<file path="config.mk">
export PLATFORM = sky130hd
export DESIGN_NAME = uart_boot_loader
export DESIGN_NICKNAME = d
export VERILOG_FILES = /design/src/rtl/uart_boot_loader.sv
export SDC_FILE = /design/constraint.sdc
export NUM_CORES = 1
export LEC_CHECK = 0
export ABC_AREA = 1
export ABC_CLOCK_PERIOD_IN_PS = 7050
export CAP_MARGIN = 30
export CORE_ASPECT_RATIO = 2
export CORE_UTILIZATION = 40
export CTS_BUF_LIST = sky130_fd_sc_hd__clkbuf_16
export CTS_CLUSTER_DIAMETER = 30
export DETAILED_ROUTE_END_ITERATION = 12
export GPL_ROUTABILITY_DRIVEN = 1
export SETUP_SLACK_MARGIN = 0.3
export SYNTH_ARGS = -nofsm -noshare
export SYNTH_HDL_FRONTEND = slang
export SYNTH_SLANG_ARGS = --single-unit
export TNS_END_PERCENT = 20
</file>
<file path="constraint.sdc">
create_clock -name clk -period 7.05 [get_ports clk]
set_clock_uncertainty 0.2 [all_clocks]
set_input_delay 1.41 -clock clk [delete_from_list [all_inputs] [get_ports clk]]
set_output_delay 1.41 -clock clk [all_outputs]
set_load 0.03 [all_outputs]
</file>
<file path="src/rtl/uart_boot_loader.sv">
// UART boot loader: parses SYNC/ADDR/LEN/payload/CSUM frames from the RX byte stream,
// writes whole words into RAM and holds the core in reset while an upgrade is in progress.
module uart_boot_loader #(
  parameter int unsigned XLEN         = 32,
  parameter int unsigned RAM_ADDR_LEN = 14,
  parameter logic [7:0]  SYNC_BYTE    = 8'hA5,
  parameter int unsigned TIMEOUT_CYC  = 5000000
) (
  input  logic                    clk,
  input  logic                    rstb,
  input  logic                    upgrade_req_b,
  input  logic                    rx_valid,
  input  logic [7:0]              rx_data,
  output logic                    rx_ready,
  output logic                    ram_wr_en,
  output logic [RAM_ADDR_LEN-1:0] ram_addr,
  output logic [XLEN/8-1:0]       ram_we,
  output logic [XLEN-1:0]         ram_wr_data,
  output logic                    during_sw_upgrade,
  output logic                    upg_done,
  output logic [1:0]              upg_err
);

  localparam int unsigned BPW   = XLEN / 8;
  localparam int unsigned ByteW = (BPW > 1) ? $clog2(BPW) : 1;
  localparam int unsigned TmoW  = $clog2(TIMEOUT_CYC + 1);

  localparam logic [1:0] ErrNone    = 2'd0;
  localparam logic [1:0] ErrCsum    = 2'd1;
  localparam logic [1:0] ErrTimeout = 2'd2;
  localparam logic [1:0] ErrRange   = 2'd3;

  typedef enum logic [2:0] {
    StIdle, StWaitSync, StHdr, StData, StWrite, StCsum, StDone, StErr
  } state_e;

  state_e            state_q, state_d;
  logic [15:0]       addr_q, addr_d;
  logic [15:0]       len_q, len_d;
  logic [1:0]        hdr_cnt_q, hdr_cnt_d;
  logic [ByteW-1:0]  byte_cnt_q, byte_cnt_d;
  logic [XLEN-1:0]   buf_q, buf_d;
  logic [7:0]        csum_q, csum_d;
  logic [TmoW-1:0]   tmo_q, tmo_d;
  logic              done_q, done_d;
  logic [1:0]        err_q, err_d;
  logic              rx_ready_q, wr_en_q, during_q;

  logic              accept;
  logic              tmo_last;
  logic [15:0]       len_new;
  logic [16:0]       end_addr;
  logic              range_bad;

  assign accept    = rx_valid & rx_ready_q;
  assign tmo_last  = (tmo_q == TmoW'(TIMEOUT_CYC - 1));
  assign len_new   = {rx_data, len_q[7:0]};
  // 17-bit end address so a 16-bit ADDR+N cannot wrap past the check.
  assign end_addr  = {1'b0, addr_q} + {1'b0, len_new};
  assign range_bad = end_addr > 17'(1 << RAM_ADDR_LEN);

  always_comb begin
    state_d    = state_q;
    addr_d     = addr_q;
    len_d      = len_q;
    hdr_cnt_d  = hdr_cnt_q;
    byte_cnt_d = byte_cnt_q;
    buf_d      = buf_q;
    csum_d     = csum_q;
    tmo_d      = tmo_q;
    done_d     = done_q;
    err_d      = err_q;

    if (upgrade_req_b) begin
      state_d = StIdle;
    end else begin
      unique case (state_q)
        StIdle: state_d = StWaitSync;
        StWaitSync, StErr: begin
          if (accept && rx_data == SYNC_BYTE) begin
            state_d    = StHdr;
            done_d     = 1'b0;
            err_d      = ErrNone;
            csum_d     = 8'h00;
            hdr_cnt_d  = 2'd0;
            byte_cnt_d = '0;
            tmo_d      = '0;
          end
        end
        StHdr: begin
          if (accept) begin
            csum_d    = csum_q + rx_data;
            tmo_d     = '0;
            hdr_cnt_d = hdr_cnt_q + 2'd1;
            unique case (hdr_cnt_q)
              2'd0: addr_d[7:0]  = rx_data;
              2'd1: addr_d[15:8] = rx_data;
              2'd2: len_d[7:0]   = rx_data;
              2'd3: begin
                len_d[15:8] = rx_data;
                if (range_bad) begin
                  state_d = StErr;
                  err_d   = ErrRange;
                end else if (len_new == 16'd0) begin
                  state_d = StCsum;
                end else begin
                  state_d = StData;
                end
              end
            endcase
          end else if (tmo_last) begin
            state_d = StErr;
            err_d   = ErrTimeout;
          end else begin
            tmo_d = tmo_q + TmoW'(1);
          end
        end
        StData: begin
          if (accept) begin
            csum_d = csum_q + rx_data;
            tmo_d  = '0;
            // Shift right so the first byte of a word ends up in bits [7:0].
            buf_d  = (buf_q >> 8) | (XLEN'(rx_data) << (XLEN - 8));
            if (byte_cnt_q == ByteW'(BPW - 1)) begin
              byte_cnt_d = '0;
              state_d    = StWrite;
            end else begin
              byte_cnt_d = byte_cnt_q + ByteW'(1);
            end
          end else if (tmo_last) begin
            state_d = StErr;
            err_d   = ErrTimeout;
          end else begin
            tmo_d = tmo_q + TmoW'(1);
          end
        end
        StWrite: begin
          addr_d  = addr_q + 16'd1;
          len_d   = len_q - 16'd1;
          state_d = (len_q == 16'd1) ? StCsum : StData;
        end
        StCsum: begin
          if (accept) begin
            tmo_d = '0;
            if (csum_q + rx_data == 8'h00) begin
              state_d = StDone;
              done_d  = 1'b1;
            end else begin
              state_d = StErr;
              err_d   = ErrCsum;
            end
          end else if (tmo_last) begin
            state_d = StErr;
            err_d   = ErrTimeout;
          end else begin
            tmo_d = tmo_q + TmoW'(1);
          end
        end
        StDone: state_d = StDone;
      endcase
    end
  end

  always_ff @(posedge clk or negedge rstb) begin
    if (!rstb) begin
      state_q    <= StIdle;
      addr_q     <= '0;
      len_q      <= '0;
      hdr_cnt_q  <= '0;
      byte_cnt_q <= '0;
      buf_q      <= '0;
      csum_q     <= '0;
      tmo_q      <= '0;
      done_q     <= 1'b0;
      err_q      <= ErrNone;
      rx_ready_q <= 1'b0;
      wr_en_q    <= 1'b0;
      during_q   <= 1'b0;
    end else begin
      state_q    <= state_d;
      addr_q     <= addr_d;
      len_q      <= len_d;
      hdr_cnt_q  <= hdr_cnt_d;
      byte_cnt_q <= byte_cnt_d;
      buf_q      <= buf_d;
      csum_q     <= csum_d;
      tmo_q      <= tmo_d;
      done_q     <= done_d;
      err_q      <= err_d;
      rx_ready_q <= state_d inside {StWaitSync, StHdr, StData, StCsum, StErr};
      wr_en_q    <= (state_d == StWrite);
      during_q   <= state_d inside {StWaitSync, StHdr, StData, StWrite, StCsum, StErr};
    end
  end

  // An abort request kills a write already in flight.
  assign ram_wr_en         = wr_en_q & ~upgrade_req_b;
  assign ram_we            = {BPW{ram_wr_en}};
  assign ram_addr          = addr_q[RAM_ADDR_LEN-1:0];
  assign ram_wr_data       = buf_q;
  assign rx_ready          = rx_ready_q;
  assign during_sw_upgrade = during_q;
  assign upg_done          = done_q;
  assign upg_err           = err_q;

endmodule
</file>
==> metrics.md <==
| Metric | Value |
|---|---|
| RSZ-0062 raised after global routing | false |
| Fin cells | 1244 |
| Adder-cell share of the synthesized area | 6.168% |
| Syn Inst Count | 983 |
| Reg2reg end | during_sw_upgrade |
| Final hold violation count | 0 |
| Most frequent cell after synthesis | nand2_1 |
| Min-Delay Path Class | reg -> reg |
| Vias in the first global route | around 6300 |
| Clk_lat worst skew | 0.36 ns |
| CTS H-tree depth | 3 |
| Primary FF master, synth | dfrtp_1 |
| Critical Path End | ram_we[1] |
| Total track usage | 22.02% |
| Area fraction in compound gates after synthesis | 14.56% |
| GRT overflow | 0 |
| Placed cell count | 1228 |
| Largest net degree at the start of global routing | 68 |
| Proportion of power drawn by the clock network | 39.5% |
| Die X | 96.48 µm |
| Synth top area share | 37.85% |
| Nets | 1075 |
| Clock Path Buffers | 2 |
| Buffers on Ports | 67 |
| WS Path Type | in -> out |
| Peak Freq | 219.0 MHz |
| Die Area | 18420 µm² |
| EDFF count, synth | 0 |
| Max-slew violations | 0 |
| Vias | about 6400 |
| Slew HR | 41.92% |
| Util after Layout | around 47% |
| Worst-Margin Slew | 0.8712 ns |
| Ys async rst share | 100.0% |
| # rows | 68 |
| Post-synthesis register bit count | 108 |
| Top cells by area, synth | dfrtp_1 38%, nand2_1 11%, inv_1 7.7% |
| XOR/XNOR share of the synthesized area | 2.330% |
| First-pass GRT wire length | 30.81 mm |
| Worst-path clk slew | roughly 0.07 ns |
| Syn Area/Cell | 7.264 µm² |
| Layout cell share with drive strength beyond 1 | between 6 and 7% |
| Max-cap viol count | 0 |
| Switching share of power | 28.41% |
| Leakage | 4.028 nW |
| Setup-failing EPs final | 0 |
| Final setup margin | 2.484 ns |
| Internal Pwr Total | 0.001027 W |
| Post-detail-place hpwl | roughly 15 mm |
| Post-route ant nets | 0 |
| Outcome | completed |
| Combinational group share of total power | 14.7% |
| Crit start category | primary input |
| CTS Root Buffer Type | clkbuf_16 |
| Post-synth top cells | 201 x nand2_1, 147 x inv_1, 127 x nor2_1, 108 x dfrtp_1, 64 x o21ai_0 |
| Crit path required time | 5.44 ns |
| Seq pwr share | 45.8% |
| Io pins | 68 |
| Crit share post-route | 64.77% |
| Distinct cell type count of the synthesized netlist | 50 |
| Seq/Total Area, Yosys | 37.85% |
| Routed wire length per instance | 15.16 µm |
| Area leader, netlist | dfrtp_1 |
| Syn. warnings | 0 |
| Critical path arrival | 2.96 ns |
| CTS Buf Count | 9 |
| Final wirelength | 18.86 mm |
| CP Capture Type | output port |
| Net Sw Power | 0.0004075 W |
| Clock sinks | 108 |
| Cell area after synthesis | 7141 µm² |
| Critical path peak fanout | 5 |
| CP startpoint | upgrade_req_b |
| Number of detailed-route iterations in the first pass | 5 |
| Post_cts resized | 0 |
| Post-Synth Simple-Gate Area | 26.91% |
| Largest family of logic cells by synthesized area | simple AND/OR/NAND/NOR gates |
| Routability cong. | 0.9148 |
| Core area | 17360 µm² |
| Post-Route Setup TNS | 0 ns |
| R2R Path Start | len_q[0] |
| Area grow syn2layout | 15.35% |
| Multiplexer area fraction after synthesis | under 10% |
| Net Count, Synth | 1029 |
| Initial antenna violation count | 0 |
| DR vias/cell | a little over 5 |
| Initial Util | 41.14% |
| Die height | about 190 µm |
| Tmin final | 4.566 ns |
| Place WS | 2.453 ns |
| Iter 0 DRT Violations | 182 |
| Peak supply drop | 96.30 µV |
| CTS tree | done |
| Total Power | approximately 0.0014 W |
| DRC errors left | 0 |
| R2R Setup Slk | 3.97 ns |
| Post-CTS Setup Inserts | 0 |
| Hold buffers post-CTS | 0 |
| Diode count | 0 |
| Pwr dens | 174.2 nW/µm² |
| R2R depth | 20 |
## routing by layer
layer	global-route usage, %	routed length [µm]	vias up
met4	11.54	822	0
met5	0	0	-
met1	22.80	7006	3008
li1	-	-	3268
met3	2.586	422	44
met2	41.44	10610	117
## registers in the layout, summed over array words and instances, names as in the netlist
signal and count:
ram_wr_data 32, tmo_q 23, addr_q 16, len_q 16, csum_q 8, state_q 3, byte_cnt_q 2, hdr_cnt_q 2
upg_err 2, during_sw_upgrade 1, rx_ready 1, upg_done 1, wr_en_q 1
## critical path, stage by stage
cell and delay (ns):
clkdlybuf4s50_1 0.53, nor2_1 0.29, clkdlybuf4s50_1 0.73
## placed cells by master (no fill, tap or decap), types with 3 or more instances in the layout
cell             instances
a31oi_1                 22
buf_4                    4
nor2_1                 127
nand3_1                 51
nor4_1                   7
nand4_1                 16
nand2_4                  3
o21ai_0                 64
o211ai_1                 3
dfrtp_1                108
o22ai_1                  6
nor2_4                   4
mux2_2                   6
inv_6                    3
inv_1                  147
inv_2                    5
clkbuf_16                9
xnor2_1                  6
nand2_1                200
a21oi_1                 56
or2_2                    3
a211oi_1                 4
ha_1                    32
nor3_1                  15
xor2_1                  13
o21bai_1                 3
o21a_1                   5
nor2_2                  11
clkdlybuf4s50_1         66
nand2_2                  3
## power groups by stage
stage                     registers (W)  logic [W]  clock network, W
after floorplan                0.000674   0.000130                 0
final                          0.000657   0.000210          0.000567
after CTS                      0.000657   0.000213          0.000586
after global routing           0.000659   0.000237          0.000603
after detailed placement       0.000669   0.000213                 0
after global placement         0.000669   0.000211                 0
## cells by family after synthesis
kind of cell | after synthesis
xor+xnor | 19
fa+ha+maj | 34
buf+inv | 190
flops | 108
compound gates | 180
mux | 7
simple gates | 445
## stage by stage
step	area (µm²)	hold WS, ns
final	8237	0.2855
after global routing	8237	0.3103
after global placement	7886	0.2653
after floorplan	7141	0.2677
after CTS	8237	0.2921
after detailed placement	7906	0.2728
## area by class of cell
class,count,area (µm²)
fillers,1818,9120
clock buffers,9,225.2
repair buffers,71,710.7
clock inverters,7,105.1
flip-flops and latches,108,2703
multi-input cells,685,3649
well taps,210,262.8
inverters,154,581.8
## how the worst min path moves through the flow
stage                   startpoint             end  slack (ns)  cells past startpoint
global route        ram_wr_data[1]  ram_wr_data[1]        0.31                      2
finish              ram_wr_data[5]  ram_wr_data[5]        0.29                      2
global placement    ram_wr_data[6]  ram_wr_data[6]        0.27                      2
CTS                 ram_wr_data[0]  ram_wr_data[0]        0.29                      2
floorplan                len_q[10]       len_q[10]        0.27                      2
detailed placement  ram_wr_data[0]  ram_wr_data[0]        0.27                      2
No activity file was read; power rests on OpenSTA's default activity.
